===== config.mk =====
export PLATFORM = sky130hd
export DESIGN_NAME = count_sequencer_flat
export DESIGN_NICKNAME = d
export VERILOG_FILES = /design/src/rtl/count_sequencer_pkg.sv /design/src/rtl/count_sequencer_if.sv /design/src/rtl/count_sequencer_tick_gen.sv /design/src/rtl/count_sequencer.sv /design/src/flat_wrapper.sv
export SDC_FILE = /design/constraint.sdc
export NUM_CORES = 1
export LEC_CHECK = 0
export ABC_AREA = 1
export CORE_ASPECT_RATIO = 0.8
export CORE_MARGIN = 2
export CORE_UTILIZATION = 38
export DETAILED_ROUTE_END_ITERATION = 7
export HOLD_SLACK_MARGIN = 0.15
export PLACE_DENSITY = 0.66
export SYNTH_ARGS = -nofsm -noshare
export SYNTH_HDL_FRONTEND = slang
export SYNTH_SLANG_ARGS = --single-unit

===== constraint.sdc =====
create_clock -name clk -period 1.3 [get_ports clk]
set_input_delay 0.325 -clock clk [delete_from_list [all_inputs] [get_ports clk]]
set_output_delay 0.325 -clock clk [all_outputs]
set_load 0.05 [all_outputs]

===== src/rtl/count_sequencer_pkg.sv =====
// count_sequencer_pkg: shared state/opcode encodings and default widths for count_sequencer
package count_sequencer_pkg;
  localparam int CNT_W_DEF = 8;
  localparam int PRE_W_DEF = 4;
  typedef enum logic [1:0] {IDLE = 2'd0, RUN = 2'd1, DONE = 2'd2} state_e;
  typedef enum logic [1:0] {OP_START = 2'd0, OP_STOP = 2'd1, OP_LOAD = 2'd2, OP_CLEAR = 2'd3} op_e;
endpackage


===== src/rtl/count_sequencer_if.sv =====
// count_sequencer_if: command channel (valid/op/data/prescale from master, ready from slave)
interface count_sequencer_if
  import count_sequencer_pkg::*;
#(
  parameter int CNT_W = CNT_W_DEF,
  parameter int PRE_W = PRE_W_DEF
);
  logic valid;
  logic ready;
  op_e op;
  logic [CNT_W-1:0] data;
  logic [PRE_W-1:0] prescale;
  modport master (output valid, op, data, prescale, input ready);
  modport slave (input valid, op, data, prescale, output ready);
endinterface


===== src/rtl/count_sequencer_tick_gen.sv =====
// tick_gen: prescaler counting 0..pre_q while enabled (clk, rst_n, clear, enable, pre_q in; tick out)
module tick_gen #(
  parameter int PRE_W = 4
) (
  input  logic             clk,
  input  logic             rst_n,
  input  logic             clear,
  input  logic             enable,
  input  logic [PRE_W-1:0] pre_q,
  output logic             tick
);
  logic [PRE_W-1:0] cnt;
  assign tick = enable && cnt == pre_q;
  always_ff @(posedge clk or negedge rst_n)
    if (!rst_n) cnt <= '0;
    else if (clear) cnt <= '0;
    else if (enable) cnt <= tick ? '0 : cnt + 1'b1;
endmodule


===== src/rtl/count_sequencer.sv =====
// count_sequencer: command-driven sequencer for an external counter (cmd channel in; cnt_en/load/clear strobes, busy/done/cmd_err out)
module count_sequencer
  import count_sequencer_pkg::*;
#(
  parameter int CNT_W = CNT_W_DEF,
  parameter int PRE_W = PRE_W_DEF
) (
  input  logic                 clk,
  input  logic                 rst_n,
  count_sequencer_if.slave     cmd,
  input  logic [CNT_W-1:0]     count_in,
  output logic                 cnt_en,
  output logic                 cnt_load,
  output logic [CNT_W-1:0]     cnt_load_val,
  output logic                 cnt_clear,
  output logic                 busy,
  output logic                 done,
  output logic                 cmd_err
);
  localparam logic [1:0] S_IDLE = IDLE;
  localparam logic [1:0] S_RUN  = RUN;
  localparam logic [1:0] S_DONE = DONE;
  logic [1:0] state, state_nx;
  logic [CNT_W-1:0] limit_q;
  logic [PRE_W-1:0] pre_q;
  logic tick, idle, run, acc, stop_acc, at_limit;
  assign idle = state == S_IDLE;
  assign run = state == S_RUN;
  assign cmd.ready = state != S_DONE;
  assign acc = cmd.valid && cmd.ready;
  assign stop_acc = acc && cmd.op == OP_STOP;
  assign at_limit = count_in == limit_q;
  assign cnt_en = run && tick && !at_limit && !stop_acc;
  assign busy = run;
  always_comb
    state_nx = idle ? (acc && cmd.op == OP_START ? S_RUN : S_IDLE)
             : run  ? (stop_acc ? S_IDLE : at_limit ? S_DONE : S_RUN)
             : S_IDLE;
  tick_gen #(.PRE_W(PRE_W)) u_tick (
    .clk    (clk),
    .rst_n  (rst_n),
    .clear  (!run),
    .enable (run),
    .pre_q  (pre_q),
    .tick   (tick)
  );
  always_ff @(posedge clk or negedge rst_n)
    if (!rst_n) begin
      state <= S_IDLE;
      limit_q <= '0;
      pre_q <= '0;
      cnt_load_val <= '0;
      cnt_load <= 1'b0;
      cnt_clear <= 1'b0;
      done <= 1'b0;
      cmd_err <= 1'b0;
    end else begin
      state <= state_nx;
      cnt_load <= acc && idle && cmd.op == OP_LOAD;
      cnt_clear <= acc && idle && cmd.op == OP_CLEAR;
      done <= run && at_limit && !stop_acc;
      cmd_err <= acc && run && cmd.op != OP_STOP;
      if (acc && idle && cmd.op == OP_LOAD) cnt_load_val <= cmd.data;
      if (acc && idle && cmd.op == OP_START) begin
        limit_q <= cmd.data;
        pre_q <= cmd.prescale;
      end
    end
endmodule


===== src/flat_wrapper.sv =====
// flat-port wrapper written by rule: the top's interface ports become plain ports
module count_sequencer_flat import count_sequencer_pkg::*;
#(
  parameter int CNT_W = CNT_W_DEF,
  parameter int PRE_W = PRE_W_DEF
)
  (clk, rst_n, count_in, cnt_en, cnt_load, cnt_load_val, cnt_clear, busy, done, cmd_err, cmd_valid, cmd_op, cmd_data, cmd_prescale, cmd_ready);
  count_sequencer_if #(.CNT_W(CNT_W), .PRE_W(PRE_W)) cmd_i ();
  input  logic clk;
  input  logic rst_n;
  input  logic [CNT_W-1:0] count_in;
  output logic cnt_en;
  output logic cnt_load;
  output logic [CNT_W-1:0] cnt_load_val;
  output logic cnt_clear;
  output logic busy;
  output logic done;
  output logic cmd_err;
  input wire logic [$bits(cmd_i.valid)-1:0] cmd_valid;
  input wire logic [$bits(cmd_i.op)-1:0] cmd_op;
  input wire logic [$bits(cmd_i.data)-1:0] cmd_data;
  input wire logic [$bits(cmd_i.prescale)-1:0] cmd_prescale;
  output wire logic [$bits(cmd_i.ready)-1:0] cmd_ready;
  assign cmd_i.valid = cmd_valid;
  assign cmd_i.op = cmd_op;
  assign cmd_i.data = cmd_data;
  assign cmd_i.prescale = cmd_prescale;
  assign cmd_ready = cmd_i.ready;
  count_sequencer #(.CNT_W(CNT_W), .PRE_W(PRE_W)) u_core (.clk(clk), .rst_n(rst_n), .cmd(cmd_i), .count_in(count_in), .cnt_en(cnt_en), .cnt_load(cnt_load), .cnt_load_val(cnt_load_val), .cnt_clear(cnt_clear), .busy(busy), .done(done), .cmd_err(cmd_err));
endmodule

==> metrics.cfg, run 1 <==
[critical_path]
ff2ff_setup_slack_ps=-250
crit_chain=xnor2_1 -> nand2_1 -> nor2_4 -> nand2_2 -> nand2_2 -> nor2_4 -> buf_12
cp.depth=7
crit_path_end_kind=output port
startpoint=u_core.limit_q[3]$_DFFE_PN0P_
reg2reg_to=u_core.limit_q[7]$_DFFE_PN0P_
cpPeakStageDelay_ps=420
cp.arrival_ps=1480
r2r_start=u_core.state[1]$_DFF_PN0_
crit_slowest_cell=dfrtp_1
cp_max_fo=2
critPathLaunchType=register
worstSetupPathType=register to output port
crit_buf_inv=1
crit_path_end=cnt_en
cp.required_ps=980
crit_family=simple AND/OR/NAND/NOR gates
ff2ff_path_depth=8

[grt]
antenna_found_initial=0
grt_pass1_wl_um=6330
grt_start_max_net_pins=31
grt_pass1_vias=1296
grt_use_total_pct=21.0
overflow=0

[synthesis]
ys_seq_elements=30
ys_seq_area_share_pct=54.0
syn_inst=148
synth_area_mm2=0.00139
syn_nets=174
synth.distinct_cells=15
ys.warnings.count=0
synth_area_per_cell_um2=9.39

[clock_tree]
cts.sinks=30
cts_made_buffers=5
cts_root_buffer=clkbuf_8
clock_path_buffers=2
clock_latency_ps=280
cts_tree=done
clk_pin_slew_worst_paths_ps=60
htreeDepth=2

[floorplan]
initial_utilization_pct=40.1
die_h_um=58.1
fp.dieW_um=71.6
dieArea_mm2=0.00416
rows=19
ios=40
design.core.area_mm2=0.00347

[power]
ir_drop_uv=1130
p_leak_nw=1.28
finalPower_mw=4.50
power_density_mw_per_mm2=1700

[timing]
drv_slew=0
clock_skew_ps=9.09
slew_headroom_pct=83.8
rsz0062_at_grt=true
period_share_pct=139
worst_slack_ps=-504
hold_viol=0
worst_pin_slew_ps=243
max_freq_mhz=554
tns_ps=-5250
finalSetupViolations=25
period_minus_slack_ps=1800

[cells_and_area]
final_cell_mix=dfrtp_1, inv_1, buf_12
syn2layout_area_growth_pct=91.1
drive_gt1_share_pct=48.2
layout_commonest_cell=dfrtp_1
fillCellCount=214
layout.nets=248
antenna_cells=0

[drt]
drc_errors=0
wl_per_cell_um=15.1
final_antenna_net_count=0
totalWireLength_um=3980
drtPass1Iterations=4
avgViaCountPerCell=4.63
route.vias.total=1222
drt-initial-drc-count=64

[place]
dpl.hpwl_um=2230
detailedPlace.worstSlack_ps=-569
gp_congestion=0.683
numPortBuffers=39

[run]
max-cap-violations=0

[outcome]
violations=setup timing
outcome=finished, violations left

[hold_path]
hold_class=input port to async pin

-- cells by family after synthesis --
kind of cell	synth area share [%]
AOI/OAI and AO/OA	11.3
xor gates and xnor gates	6.93
adders and majority gates	0.900
buffers and inverters	9.18
DFF	54.0
and+or+nand+nor	17.6
-- layout make-up --
cell class	count	area [µm²]	area share (%)
repair buffers	70	938	35.3
flip-flops and latches	30	752	28.3
multi-input cells	90	738	27.8
inverters	25	98.8	3.72
clock buffers	7	76.3	2.87
well taps	42	52.6	1.98
-- worst min path at each step --
| stage | startpoint | endpoint | slack (ps) | cells past startpoint |
|---|---|---|---|---|
| 6_report | rst_n | u_core.done$_DFF_PN0_ | 410 | 2 |
| 5_1_grt | rst_n | u_core.limit_q[6]$_DFFE_PN0P_ | 420 | 2 |
| 4_1_cts | rst_n | u_core.u_tick.cnt[0]$_DFF_PN0_ | 410 | 2 |
| 3_5_place_dp | u_core.limit_q[3]$_DFFE_PN0P_ | u_core.limit_q[3]$_DFFE_PN0P_ | 500 | 2 |
| 3_3_place_gp | u_core.limit_q[6]$_DFFE_PN0P_ | u_core.limit_q[6]$_DFFE_PN0P_ | 490 | 2 |
| 2_1_floorplan | rst_n | u_core.cmd_err$_DFF_PN0_ | 30 | 0 |
-- power breakdown --
| part | switching (mW) | internal [mW] | leakage (nW) |
|---|---|---|---|
| logic | 1.08 | 1.20 | 0.856 |
| registers | 0.345 | 1.20 | 0.383 |
| clock network | 0.318 | 0.367 | 0.0383 |
-- per-layer routing --
layer  share of wire [%]  GRT usage [%]  routed length, µm  up-vias
met2                  51           34.8               2020       31
met5                   0              0                  0        -
met1                  43           26.0               1720      586
met4                0.93           8.09                 37        0
li1                    -              -                  -      600
met3                 5.0           6.61                197        5
-- stage by stage --
step | utilization (%) | instances | hold WS [ps] | area, µm²
floorplan | - | 148 | 29.4 | 1410
global placement | 61.1 | 241 | 487 | 2120
detailed placement | 61.1 | 241 | 495 | 2120
CTS | 73.1 | 262 | 411 | 2540
global route | 76.5 | 264 | 416 | 2660
finish | 76.5 | 264 | 407 | 2660
-- registers in the layout (all words and copies together) (netlist names) --
register             cells
u_core.cnt_load_val      8
u_core.limit_q           8
u_core.pre_q             4
u_core.u_tick.cnt        4
u_core.state             2
u_core.cmd_err           1
u_core.cnt_clear         1
u_core.cnt_load          1
u_core.done              1
-- cell usage after synthesis, drive strengths merged --
cell	number	area (µm²)
nand2	40	150
dfrtp	30	751
inv	25	93.8
o21ai	21	158
nor2	11	41.3
xnor2	10	87.6
buf	3	33.8
nand3	3	25.0
and3	1	6.26
ha	1	12.5
nand4	1	6.26
nor3	1	16.3
xor2	1	8.76
-- repair_timing --
action / 4_1_cts / 5_1_grt
resized for setup: 52 / 26
endpoints found under the setup margin: 23 / 30
setup buffers: 9 / 3
cloned: 5 / 0
pin swaps: 15 / 10
hold buffers: 0 / 0
Note: power is estimated with default switching activity, not from simulation.
==> run 2: changes to the inputs <==
- CORE_MARGIN: 2 -> not set
==> run 2 against run 1 <==
  * The flow still finishes with violations (setup timing)
  * Clock power increased by 15%
  * Power about the same
  * Sequential power about the same
  * Core utilization decreased by 2.5 points
  * Flip-flop and latch count unchanged
  * Cell area decreased by 3.3%
  * Clock skew decreased by 4.5 ps
  * Die area decreased by 6.1%
  * Worst hold slack got worse by 4.2 ps
  * Setup slack got worse by 0.64 ps
  * Routed wire length decreased by 1.2%
  * First-iteration DRC count decreased by 44%
  * Critical endpoint unchanged
  * Highest routed layer unchanged
==> metrics.cfg, run 2 (synthesis gave the netlist of run 1 again) <==
[floorplan]
die_h_um=56.1  ; -3.4%
dieArea_mm2=0.00391  ; -6.1%
fp.dieW_um=69.6  ; -2.8%
design.core.area_mm2=0.00347  ; unchanged
initial_utilization_pct=40.1  ; unchanged
rows=19  ; unchanged
ios=40  ; unchanged

[timing]
rsz0062_at_grt=true
period_minus_slack_ps=1810  ; +0.639 ps
period_share_pct=139  ; about the same
slew_headroom_pct=84.8  ; +1.1 points
hold_viol=0  ; unchanged
clock_skew_ps=4.60  ; -4.49 ps
worst_slack_ps=-505  ; -0.639 ps
finalSetupViolations=26  ; +4.0%
max_freq_mhz=554  ; about the same
worst_pin_slew_ps=227  ; -16.4 ps
tns_ps=-3270  ; +1980 ps
drv_slew=0  ; unchanged

[cells_and_area]
final_cell_mix=dfrtp_1, inv_1, o21ai_2
top_regs=u_core.cnt_load_val x8, u_core.limit_q x8
antenna_cells=0  ; unchanged
layout_commonest_cell=dfrtp_1
fin_util_pct=74.0  ; -2.5 points
layout.nets=246  ; -0.81%
syn2layout_area_growth_pct=84.8
drive_gt1_share_pct=48.9  ; +0.67 points
layout.cells.non_filler=263  ; -0.38%

[place]
dpl.hpwl_um=2140  ; -4.0%
numPortBuffers=39  ; unchanged
gp_congestion=0.726  ; +6.3%
detailedPlace.worstSlack_ps=-541  ; +28.6 ps
dp.cells=243  ; +0.83%

[power]
power.clock.fraction_pct=17.5  ; +2.3 points
switchingPower_mw=1.73  ; -0.45%
power_density_mw_per_mm2=1750  ; +3.4%
comb_power_share_pct=48.7  ; -1.8 points
ir_drop_uv=1220  ; +8.7%
internal_power_mw=2.77  ; +0.31%
finalPower_mw=4.50  ; about the same
p_leak_nw=1.25  ; -2.3%
p_seq_share_pct=33.8  ; -0.4 points
switching_share_pct=38.5  ; -0.18 points

[critical_path]
worstSetupPathType=register to output port
cp_max_fo=2  ; unchanged
crit_buf_inv=1  ; unchanged
cp.required_ps=980  ; about the same
crit_family=simple AND/OR/NAND/NOR gates
crit_slowest_cell=dfrtp_1
crit_path_end_kind=output port
cp.arrival_ps=1480  ; about the same
critPathLaunchType=register
cpPeakStageDelay_ps=390  ; -30 ps
crit_top_cell=nand2_1
crit_chain=xnor2_1 -> nand2_1 -> nor2_1 -> nand2_1 -> nand2_2 -> nor2_4 -> buf_12

[clock_tree]
cts_made_buffers=5  ; unchanged
cts_tree=done
clk_pin_slew_worst_paths_ps=70  ; about the same
cts.sinks=30  ; unchanged
clock_path_buffers=2  ; unchanged
clock_latency_ps=280  ; about the same
cts_root_buffer=clkbuf_8
htreeDepth=2  ; unchanged

[grt]
overflow=0  ; unchanged
grt_pass1_vias=1297  ; +0.077%
grt_use_total_pct=20.3  ; -0.75 points
grt_pass1_wl_um=6090  ; -3.8%
grt_start_max_net_pins=31  ; unchanged
antenna_found_initial=0  ; unchanged

[drt]
totalWireLength_um=3930  ; -1.2%
drtPass1Iterations=3  ; -1
drt-initial-drc-count=36  ; -44%
final_antenna_net_count=0  ; unchanged
wl_per_cell_um=15.0  ; -0.78%
route.vias.total=1250  ; +2.3%
drc_errors=0  ; unchanged
avgViaCountPerCell=4.75  ; +2.7%

[hold_path]
hold_class=input port to async pin

[outcome]
violations=setup timing
outcome=finished, violations left

[run]
max-cap-violations=0  ; unchanged

==> run 2: cell count changes in the layout (fill, tap and decap cells not counted), moves of 2 or more <==
| cell | before | now |
|---|---|---|
| o21ai_2 | 17 | 21 |
| nand2_4 | 18 | 15 |
| nor2_4 | 4 | 2 |
| buf_16 | 5 | 1 |
| nand2_1 | 15 | 17 |
| o21ai_1 | 4 | 0 |
| buf_8 | 0 | 3 |
| inv_2 | 2 | 4 |
==> run 2: layout make-up <==
class,instances,area (µm²)
flip-flops and latches,30,752
well taps,42,52.6
clock buffers,7,86.3
fillers,225,902
inverters,25,93.8
multi-input cells,90,713
clock inverters,1,5.00
repair buffers,68,866
==> run 2: per-layer routing <==
layer	wire, µm	vias up	global-route usage [%]
met4	119	0	6.86
met5	0	-	0
met2	2050	38	34.1
met1	1580	602	24.9
met3	189	15	6.16
li1	-	595	-
==> run 2: power by group through the flow <==
stage               Sequential (mW)  Clock, mW  Combinational [mW]
floorplan                      1.70          0               0.662
global placement               1.43          0                1.79
detailed placement             1.45          0                1.82
CTS                            1.44      0.785                2.00
global route                   1.55      0.837                2.33
finish                         1.52      0.789                2.19
==> run 2: final timing paths <==
check                                               from                            endpoint  slack [ps]  cells after the start
max                        u_core.limit_q[7]$_DFFE_PN0P_                              cnt_en        -510                      7
min                                                rst_n         u_core.pre_q[3]$_DFFE_PN0P_         400                      2
max reg2reg                    u_core.state[1]$_DFF_PN0_  u_core.cnt_load_val[2]$_DFFE_PN0P_        -170                      7
min reg2reg                u_core.limit_q[7]$_DFFE_PN0P_       u_core.limit_q[7]$_DFFE_PN0P_         510                      2
max in group asynchronous                          rst_n           u_core.state[1]$_DFF_PN0_         720                      2
min in group clk                               cmd_valid            u_core.cmd_err$_DFF_PN0_         490                      2
==> run 2: timing repair <==
action,CTS,global route
setup buffers,8,6
pin swaps,13,13
gates cloned,4,0
hold buffers,0,0
setup endpoints to repair,21,29
gates resized for setup,42,37
==> run 2: metrics by stage <==
stage | hold slack, ps | cell area [µm²]
finish | 403 | 2570
global route | 439 | 2570
CTS | 403 | 2470
detailed placement | 491 | 2120
global placement | 488 | 2120
floorplan | 29.4 | 1410
==> run 3: changes to the inputs <==
- CORE_UTILIZATION: 38 -> 30
- PLACE_DENSITY: 0.66 -> not set
==> run 3 against run 2 <==
  * The run still ends with setup timing left
  * Power fell by 4.0%
  * Final cell count rose by 4.6%
  * Combinational power fell by 6%
  * Maximum frequency rose by 2.8%
  * Clock skew rose by 3.5 ps
  * Die area rose by 26%
  * Routed wire length fell by 13%
  * Critical path type unchanged
==> metrics.cfg, run 3 (synthesis gave the netlist of run 1 again) <==
[floorplan]
initial_utilization_pct=32.3  ; -7.8 points
die_h_um=62.9  ; +12%
rows=21  ; +2
design.core.area_mm2=0.00431  ; +24%
ios=40  ; unchanged
fp.dieW_um=78.1  ; +12%
dieArea_mm2=0.00491  ; +26%

[run]
max-cap-violations=0  ; unchanged

[drt]
wl_per_cell_um=12.4  ; -17%
drt-initial-drc-count=27  ; -25%
totalWireLength_um=3420  ; -13%
avgViaCountPerCell=4.27  ; -10%
drtPass1Iterations=3  ; unchanged
route.vias.total=1175  ; -6.0%
drc_errors=0  ; unchanged
final_antenna_net_count=0  ; unchanged

[clock_tree]
cts.sinks=30  ; unchanged
clock_path_buffers=2  ; unchanged
clock_latency_ps=280  ; about the same
cts_made_buffers=5  ; unchanged
cts_tree=done
clk_pin_slew_worst_paths_ps=70  ; about the same
cts_root_buffer=clkbuf_8
htreeDepth=2  ; unchanged

[place]
dpl.hpwl_um=2130  ; -0.64%
gp_congestion=0.763  ; +5.1%
placed_cell_area_mm2=0.00212  ; -0.29%
numPortBuffers=39  ; unchanged

[timing]
hold_viol=0  ; unchanged
slew_headroom_pct=86.0  ; +1.2 points
tns_ps=-3680  ; -418 ps
clock_skew_ps=8.08  ; +3.48 ps
period_minus_slack_ps=1760  ; -49.3 ps
worst_pin_slew_ps=210  ; -16.8 ps
max_freq_mhz=570  ; +2.8%
worst_slack_ps=-456  ; +49.3 ps
period_share_pct=135  ; -3.8 points
drv_slew=0  ; unchanged
finalSetupViolations=26  ; unchanged
rsz0062_at_grt=true

[power]
power_density_mw_per_mm2=1700  ; -3.1%
finalPower_mw=4.32  ; -4.0%
p_leak_nw=1.22  ; -2.0%
ir_drop_uv=946  ; -23%

[cells_and_area]
layout_commonest_cell=dfrtp_1
final_area_mm2=0.00255  ; -0.88%
fillCellCount=361  ; +60%
regArea_um2=752  ; unchanged
antenna_cells=0  ; unchanged
final_cell_mix=dfrtp_1, inv_1, nand2_1, buf_12, o21ai_2
fin_util_pct=59.1  ; -15 points
syn2layout_area_growth_pct=83.2
multi_input_comb_area_um2=688  ; -3.5%
drive_gt1_share_pct=45.9  ; -3.0 points
layout.nets=243  ; -1.2%
top_regs=u_core.cnt_load_val x8, u_core.limit_q x8

[critical_path]
cp_max_fo=2  ; unchanged
cp.required_ps=980  ; about the same
crit_path_end_kind=output port
worstSetupPathType=register to output port
cp.arrival_ps=1430  ; -50 ps
ff2ff_setup_slack_ps=-180  ; about the same
critPathLaunchType=register

[hold_path]
hold_class=input port to async pin

[grt]
overflow=0  ; unchanged
grt_pass1_wl_um=5420  ; -11%
antenna_found_initial=0  ; unchanged
grt_pass1_vias=1263  ; -2.6%
grt_start_max_net_pins=31  ; unchanged
grt_use_total_pct=14.2  ; -6.0 points

[outcome]
outcome=finished, violations left
violations=setup timing

[run 3: cell count changes in the layout (fill, tap and decap cells not counted), moves of 2 or more]
cell     before  now
nor2_1        7    5
nand2_4      15   13
o21ai_2      21   17
buf_4        15   13
buf_8         3    1
o21ai_1       0    4
[run 3: what timing repair did]
| action | CTS | global route |
|---|---|---|
| cloned | 3 | 1 |
| pin swaps | 11 | 5 |
| endpoints found under the hold margin | 0 | 0 |
| hold buffers | 0 | 0 |
| endpoints found under the setup margin | 23 | 27 |
| buffers inserted | 7 | 8 |
| resized for setup | 30 | 38 |
[run 3: through the flow]
step	hold WS, ps	instances	worst slack [ps]
after detailed placement	494	253	-570
after global routing	426	275	-531
after global placement	485	253	-569
final	411	275	-456
after CTS	423	271	-464
after floorplan	29.4	148	-333
[run 3: cell type report]
type	count	area share, %
Clock inverter	1	0.197
Sequential cell	30	29.5
Inverter	25	3.69
Timing Repair Buffer	65	33.4
Multi-Input combinational cell	90	27.0
Clock buffer	7	3.39
Tap cell	57	2.80
[run 3: report_power, final]
part / internal (mW) / switching, mW
clock network: 0.426 / 0.335
logic: 1.08 / 0.975
registers: 1.20 / 0.311
[run 3: path summary, 6_finish.rpt]
path | depth (start not counted) | start | endpoint
worst max-delay path | 7 | u_core.limit_q[0]$_DFFE_PN0P_ | cnt_en
worst min-delay path | 2 | rst_n | u_core.cmd_err$_DFF_PN0_
worst max register to register | 7 | u_core.state[1]$_DFF_PN0_ | u_core.limit_q[1]$_DFFE_PN0P_
worst min register to register | 1 | u_core.u_tick.cnt[0]$_DFF_PN0_ | u_core.u_tick.cnt[0]$_DFF_PN0_
max in group asynchronous | 2 | rst_n | u_core.limit_q[0]$_DFFE_PN0P_
min in group clk | 1 | u_core.u_tick.cnt[0]$_DFF_PN0_ | u_core.u_tick.cnt[0]$_DFF_PN0_
[run 3: metal layers]
metal / GRT usage, % / wire (µm) / vias to the layer above / share of wire (%)
li1: - / - / 587 / -
met1: 16.9 / 1520 / 549 / 45
met2: 24.2 / 1650 / 35 / 48
met3: 4.53 / 206 / 4 / 6.0
met4: 4.86 / 40 / 0 / 1.2
met5: 0 / 0 / - / 0
[run 3: critical path, stage by stage, from the launching register on]
cell and delay (ps):
dfrtp_1 420, xnor2_1 170, nand2_1 90, nor2_2 120
nand2_2 80, nand2_2 100, nor2_4 40, buf_12 140
